[src/rtl/seg7_pkg.sv]
// Shared definitions for the seg7 scan controller: nibble width, scanner
// state encoding and digit-enable polarity helpers.
package seg7_pkg;

   localparam int NIB_W = 4;

   typedef enum logic {
      IDLE = 1'b0,
      RUN  = 1'b1
   } scan_state_t;

   // Level that turns a digit off / on for the given enable polarity.
   function automatic logic dig_off(input logic act_low);
      return act_low;
   endfunction

   function automatic logic dig_on(input logic act_low);
      return ~act_low;
   endfunction

endpackage

[src/rtl/seg7_lzs.sv]
// Leading-zero suppression mask: bit i set means digit i must stay dark.
// Digit 0 is never suppressed; a dp request ends the zero run at that digit.
module seg7_lzs
   import seg7_pkg::*;
#(
   parameter int NDIG = 4
) (
   input  logic [NDIG*NIB_W-1:0] nibs,
   input  logic [NDIG-1:0]       dp,
   input  logic                  lzs,
   output logic [NDIG-1:0]       sup
);

   logic [NDIG-1:0][NIB_W-1:0] nib_a;
   logic [NDIG-1:0]            zrun;

   assign nib_a = nibs;

   // zrun[i]: every digit from i up to the top is a blank zero without dp.
   always_comb begin
      logic run;
      run  = lzs;
      zrun = '0;
      for (int i = NDIG - 1; i >= 0; i--) begin
         run     = run & (nib_a[i] == '0) & ~dp[i];
         zrun[i] = run;
      end
   end

   assign sup = zrun & {{(NDIG-1){1'b1}}, 1'b0};

endmodule

[src/rtl/seg7_scan.sv]
// Time-multiplexed 7-segment scan controller with dead-time, frame snapshots,
// per-digit blanking and leading-zero suppression. All outputs registered.
module seg7_scan
   import seg7_pkg::*;
#(
   parameter int NDIG        = 4,
   parameter int DIV         = 1000,
   parameter int DEAD        = 2,
   parameter int DIG_ACT_LOW = 1
) (
   input  logic                      clk,
   input  logic                      rst_n,
   input  logic                      en,
   input  logic [NDIG*4-1:0]         data,
   input  logic [NDIG-1:0]           dp_in,
   input  logic [NDIG-1:0]           blank,
   input  logic                      lzs,
   output logic [3:0]                nib_out,
   output logic                      dp_out,
   output logic [NDIG-1:0]           dig_en,
   output logic [$clog2(NDIG)-1:0]   digit_idx,
   output logic                      frame_tick
);

   localparam int IW = $clog2(NDIG);
   localparam int CW = $clog2(DIV);
   localparam logic [CW-1:0] CNT_MAX  = CW'(DIV - 1);
   localparam logic [CW-1:0] CNT_DEAD = CW'(DEAD);
   localparam logic [IW-1:0] IDX_MAX  = IW'(NDIG - 1);
   localparam logic          ACT_LOW  = (DIG_ACT_LOW != 0);

   scan_state_t state, nxt_state;
   logic [CW-1:0] cnt, nxt_cnt;
   logic [IW-1:0] nxt_idx;
   logic          take_snap;

   logic [NDIG*NIB_W-1:0] snap_data, snap_data_nxt;
   logic [NDIG-1:0]       snap_dp, snap_dp_nxt;
   logic [NDIG-1:0]       snap_blank, snap_blank_nxt;
   logic                  snap_lzs, snap_lzs_nxt;

   logic [NDIG-1:0][NIB_W-1:0] nibs_nxt;
   logic [NDIG-1:0]            sup_nxt;
   logic [NDIG-1:0]            lit_nxt;
   logic [NDIG-1:0]            onehot_nxt;
   logic [NDIG-1:0]            dig_nxt;
   logic                       dig_on_nxt;

   // Next-state: slot prescaler, digit index and snapshot strobe.
   always_comb begin
      nxt_state = state;
      nxt_cnt   = cnt;
      nxt_idx   = digit_idx;
      take_snap = 1'b0;
      case (state)
         IDLE: begin
            nxt_cnt = '0;
            nxt_idx = '0;
            if (en) begin
               nxt_state = RUN;
               take_snap = 1'b1;
            end
         end
         RUN: begin
            if (!en) begin
               nxt_state = IDLE;
               nxt_cnt   = '0;
               nxt_idx   = '0;
            end else if (cnt == CNT_MAX) begin
               nxt_cnt = '0;
               if (digit_idx == IDX_MAX) begin
                  nxt_idx   = '0;
                  take_snap = 1'b1;
               end else begin
                  nxt_idx = digit_idx + 1'b1;
               end
            end else begin
               nxt_cnt = cnt + 1'b1;
            end
         end
         default: begin
            nxt_state = IDLE;
            nxt_cnt   = '0;
            nxt_idx   = '0;
         end
      endcase
   end

   // Outputs are computed from the snapshot that will be in force next cycle,
   // so the first slot of a new frame already reflects the fresh capture.
   assign snap_data_nxt  = take_snap ? data  : snap_data;
   assign snap_dp_nxt    = take_snap ? dp_in : snap_dp;
   assign snap_blank_nxt = take_snap ? blank : snap_blank;
   assign snap_lzs_nxt   = take_snap ? lzs   : snap_lzs;
   assign nibs_nxt       = snap_data_nxt;

   seg7_lzs #(
      .NDIG (NDIG)
   ) u_lzs (
      .nibs (snap_data_nxt),
      .dp   (snap_dp_nxt),
      .lzs  (snap_lzs_nxt),
      .sup  (sup_nxt)
   );

   assign lit_nxt    = ~snap_blank_nxt & ~sup_nxt;
   assign onehot_nxt = {{(NDIG-1){1'b0}}, 1'b1} << nxt_idx;
   assign dig_on_nxt = (nxt_state == RUN) && (nxt_cnt >= CNT_DEAD) && lit_nxt[nxt_idx];

   always_comb begin
      dig_nxt = '0;
      for (int i = 0; i < NDIG; i++) begin
         dig_nxt[i] = (dig_on_nxt && onehot_nxt[i]) ? dig_on(ACT_LOW) : dig_off(ACT_LOW);
      end
   end

   // Registered state, snapshot and display outputs.
   always_ff @(posedge clk or negedge rst_n) begin
      if (!rst_n) begin
         state      <= IDLE;
         cnt        <= '0;
         digit_idx  <= '0;
         snap_data  <= '0;
         snap_dp    <= '0;
         snap_blank <= '0;
         snap_lzs   <= 1'b0;
         nib_out    <= '0;
         dp_out     <= 1'b0;
         frame_tick <= 1'b0;
         dig_en     <= {NDIG{dig_off(ACT_LOW)}};
      end else begin
         state      <= nxt_state;
         cnt        <= nxt_cnt;
         digit_idx  <= nxt_idx;
         snap_data  <= snap_data_nxt;
         snap_dp    <= snap_dp_nxt;
         snap_blank <= snap_blank_nxt;
         snap_lzs   <= snap_lzs_nxt;
         frame_tick <= take_snap;
         dig_en     <= dig_nxt;
         if (nxt_state == RUN) begin
            nib_out <= nibs_nxt[nxt_idx];
            dp_out  <= snap_dp_nxt[nxt_idx];
         end else begin
            nib_out <= '0;
            dp_out  <= 1'b0;
         end
      end
   end

endmodule
[config.mk]
export PLATFORM = sky130hd
export DESIGN_NAME = seg7_scan
export DESIGN_NICKNAME = d
export VERILOG_FILES = /design/src/rtl/seg7_pkg.sv /design/src/rtl/seg7_lzs.sv /design/src/rtl/seg7_scan.sv
export SDC_FILE = /design/constraint.sdc
export NUM_CORES = 1
export LEC_CHECK = 0
export CORE_MARGIN = 2
export CORE_UTILIZATION = 30
export CTS_CLUSTER_SIZE = 16
export DETAILED_ROUTE_END_ITERATION = 16
export PLACE_DENSITY = 0.54
export REMOVE_ABC_BUFFERS = 1
export SETUP_SLACK_MARGIN = 0.1
export SYNTH_ARGS = -nofsm -noshare
export SYNTH_HDL_FRONTEND = slang
export SYNTH_HIERARCHICAL = 1
export SYNTH_SLANG_ARGS = --single-unit
[constraint.sdc]
create_clock -name clk -period 2.9 [get_ports clk]
set_input_delay 0.87 -clock clk [delete_from_list [all_inputs] [get_ports clk]]
set_output_delay 0.87 -clock clk [all_outputs]
set_load 0.01 [all_outputs]
# After elaboration in Yosys (flattened, before gate mapping)
# Index checks and enable logic that the tools add are counted.
[word_totals]
ff_bits = 48
inputBits = 28
out_inout_bits = 12
wordCells = 68
[op_classes]
n_addsub = 2
magnitude_cmp = 2
eq_ne = 2
shift = 1
n_mux = 28
bitwise = 13
n_reduce_logical = 9
[op_table]
columns = ["op", "count"]
rows = [
  ["$mux W10", 2],
  ["$pmux W10 S2", 1],
  ["$mux W16", 1],
  ["$mux W4", 4],
  ["$logic_not A4 Y1", 3],
  ["$mux W1", 12],
  ["$add A10 B1 Y10 const B", 1],
  ["$eq A10 B10 Y1 const B", 1],
  ["$ge A10 B2 Y1 const B", 1],
  ["$bmux W4 S2", 1],
  ["$not A4 Y4", 2],
  ["$and A1 B1 Y1", 6],
  ["$logic_and A1 B1 Y1", 6],
  ["$mux W2", 3],
  ["$and A4 B4 Y4", 1],
  ["$bmux W1 S2", 2],
  ["$not A1 Y1", 4],
  ["$pmux W2 S2", 1],
  ["$shl A1 B2 Y4 const A", 1],
  ["$lt A2 B3 Y1 const B", 1],
  ["$add A2 B1 Y2 const B", 1],
  ["$eq A2 B2 Y1 const B", 1],
  ["$pmux W1 S2", 1],
]

# Logic depth before layout (Yosys ltp)
[logic_depth]
word_depth = 20
depth_mapped = 13
ltp_nobuf = 12

# By module
# The synthesis kept the hierarchy.
[modules_own_cells]
columns = ["mod", "n_inst", "cells_per_inst", "area_each_um2", "seq_area_each_um2"]
rows = [
  ["seg7_scan", 1, 192, 2322.2, 1206.2],
  ["seg7_lzs", 1, 12, 72.6, 0.0],
]

# Worst setup path after synthesis
# No wires, ideal clock.
[synth_path]
path_type = "input -> register"
startpoint = "in en"
endpoint = "reg dig_en[1]"
setup_time_ps = 60
arrival_time_ps = 3054
slack_ps = -214
cell_stages = 11
path_cell_list = "buf_2 > nand2_1 > nor4_4 > nor2_4 > buf_6 > mux2_4 > or4_4 > nor3_1 > nor3_1 > o31ai_1 > or4b_1"
[synth_rtl]
columns = ["item", "line", "text"]
rows = [
  ["start: declaration", "seg7_scan.sv:13", "input logic en,"],
  ["end signal: assignment", "seg7_scan.sv:130", "dig_en <= {NDIG{dig_off(ACT_LOW)}};"],
  ["end signal: assignment", "seg7_scan.sv:140", "dig_en <= dig_nxt;"],
  ["end: declaration", "seg7_scan.sv:20", "output logic [NDIG-1:0] dig_en,"],
]

==> flow_metrics.tcl <==
set metrics [dict create \
    wl_mm 5.99 \
    ir_worst_vdd_mv 0.157 \
    dp_hpwl_mm 4.32 \
    yosysWarnings 6 \
    whs_endpoint "snap_data[0]" \
    crit_fanout 8 \
    gr-usage-all-layers 0.145 \
    cts_root_buf "clkbuf_8" \
    reg2reg_setup_slack_ns 0.12 \
    ant_nets 0 \
    reg2regPathDepth 12 \
    nNetsFinal 324 \
    worst-setup-path-type "in2reg" \
    area_growth_syn_to_layout_pct 44.1 \
    synth.top_cell.area_share 0.460 \
    syn_inst 204 \
    final_area_mm2 0.00345 \
    cts_buffers 5 \
    io_buffers 39 \
    grt_pass1_vias 1998 \
    num_rows 32 \
    hold_buffers 0 \
    yosysTopAreaCell "dfrtp_1" \
    viasPerCell 4.85 \
    clk_latency_ns 0.30 \
    hold_start "snap_data[0]" \
    leakage_nw 1.58 \
    syn_area_mm2 0.00239 \
    gp_congestion 0.789 \
    critPathLaunchType "primary input" \
    dpl.cell_count 379 \
    synth.most_common_cell "dfrtp_1" \
    outcome "completed" \
    drv_cap 0 \
    finalCriticalPeriod_ns 2.84 \
    reg2reg_to "dig_en[1]" \
    die_y_um 93.3 \
    drive_gt1_frac 0.380 \
    power_density_mw_per_mm2 429 \
    numClockSinks 48 \
    ys_top_cells_by_count "dfrtp_1, mux2_2, nor2_1, nand2_1" \
    finalHoldWorstSlack_ns 0.505 \
    num_antenna_cells 0 \
    yosysSeqAreaShare 0.504 \
    first_pass_iters 4 \
    r2r_start "cnt[8]" \
    io_pins 40 \
    synth_area_leaders "dfrtp_1, mux2_2, dfstp_2" \
    synthArstFlopShare 1.00 \
    dp_slack_ns -0.648 \
    wl_per_cell_um 15.1 \
    cp.required_ns 3.14 \
    drc_errors 0 \
    ys_types 56 \
    start_util 0.310 \
    synth_edf_count 0 \
    finalNonFillerCells 397 \
    worst_setup_path_end_kind "flop" \
    drtIter0Drc 49 \
    clock_skew_ns 0.0130 \
    ys.flop_type "dfrtp_1" \
    fmaxAchievable_mhz 352 \
    grt_first_pass_wirelength_mm 9.91 \
    clkTransAtPathRegs_ns 0.10 \
    cts_max_level 2 \
    die_w_um 93.3 \
    setup_viol 0 \
    cts_tree "yes" \
    syn-mean-instance-area_um2 11.7 \
    grt_max_degree 49 \
    power.total_mw 1.48 \
    antenna_found_initial 0 \
    hp-class "reg2reg" \
    placed_cell_area_mm2 0.00318 \
    hold_viol 0 \
    slew_viol_final 0 \
    core_mm2 0.00773 \
    die_area_mm2 0.00871 \
    holdPathStages 1 \
    ctsLongestPathBuffers 2 \
    ys_ff_latch 48 \
    arrival_ns 3.08 \
    setup_ws_ns 0.0572 \
    fin_util 0.447 \
    fin_crit_sh 0.980 \
    gr-total-overflow 0 \
    num_vias 1925 \
    rsz0062_at_grt "yes" \
    tns_ns 0 \
]
## cells in the final DEF, fill, tap and decap left out, drive strengths merged, types with 3 or more instances in the layout
| cell type | instances |
|---|---|
| clkbuf | 6 |
| buf | 55 |
| mux2i | 3 |
| xor2 | 4 |
| nor4 | 4 |
| nor3 | 7 |
| a21oi | 3 |
| dfrtp | 44 |
| nand2 | 13 |
| clkdlybuf4s50 | 37 |
| xnor2 | 4 |
| a22o | 8 |
| nor2 | 19 |
| or3 | 3 |
| dfstp | 4 |
| nand3 | 3 |
| and3 | 4 |
| inv | 9 |
| mux2 | 24 |
## sequential cells by signal, summed over array words and instances, names as in the netlist
name	cells
dp_out	1
snap_data	16
dig_en	4
snap_lzs	1
frame_tick	1
snap_blank	4
nib_out	4
state	1
cnt	10
snap_dp	4
digit_idx	2
## critical path, stage by stage
cell     delay [ns]
buf_8          0.10
nor2b_1        0.15
nor2_4         0.25
buf_4          0.17
mux2i_1        0.25
inv_1          0.09
or4_4          0.52
nor3_2         0.13
buf_4          0.15
nor3_2         0.04
o31ai_1        0.20
or4b_1         0.14
## layer usage
layer / GRT usage / vias up / part of all wire
met1: 0.196 / 956 / 0.45
met2: 0.243 / 48 / 0.49
met5: 0 / - / 0
li1: - / 917 / -
met4: 0.0221 / 0 / 0.0077
met3: 0.0290 / 4 / 0.053
## how the worst max path moves through the flow
stage / start / endpoint / slack (ns) / cells after the start
detailed placement: en / dig_en[1] / -0.65 / 13
CTS: digit_idx[1] / dig_en[1] / 0.05 / 12
floorplan: en / dig_en[1] / -0.20 / 8
global placement: en / dig_en[1] / -0.58 / 12
global route: cnt[8] / dig_en[1] / -0.03 / 12
finish: en / dig_en[1] / 0.06 / 12
## logic make-up (layout without fill, tap and decap cells)
kind of cell | Yosys count | after routing | share of synthesized area
AND/OR/NAND/NOR | 67 | 67 | 0.170
multiplexers | 27 | 27 | 0.129
adder cells (fa/ha/maj) | 2 | 2 | 0.0104
other | 1 | 1 | 0.00157
XOR/XNOR | 8 | 8 | 0.0293
flip-flops | 48 | 48 | 0.504
buffers and inverters | 17 | 108 | 0.0381
AO/OA/AOI/OAI | 34 | 34 | 0.119
## what timing repair did
item	CTS	global route
endpoints found under the setup margin	6	2
pin swaps	9	12
gates resized for setup	14	13
cloned	0	0
setup buffers	4	7
endpoints found under the hold margin	0	0
## cell type report
cell class / instances / area (um^2)
inverter: 8 / 30.0
sequential: 48 / 1210
tap: 102 / 128
timing repair buffer: 92 / 805
clock inverter: 2 / 13.8
multi-input combinational: 139 / 1180
clock buffer: 6 / 82.6
fill: 750 / 4280
## where the power goes
group,leakage [nW],internal (mW),switching (mW)
Sequential,0.591,0.728,0.0162
Combinational,0.937,0.187,0.122
Clock,0.0516,0.196,0.231
Total,1.58,1.11,0.370
Note: power is estimated with default switching activity, not from simulation.
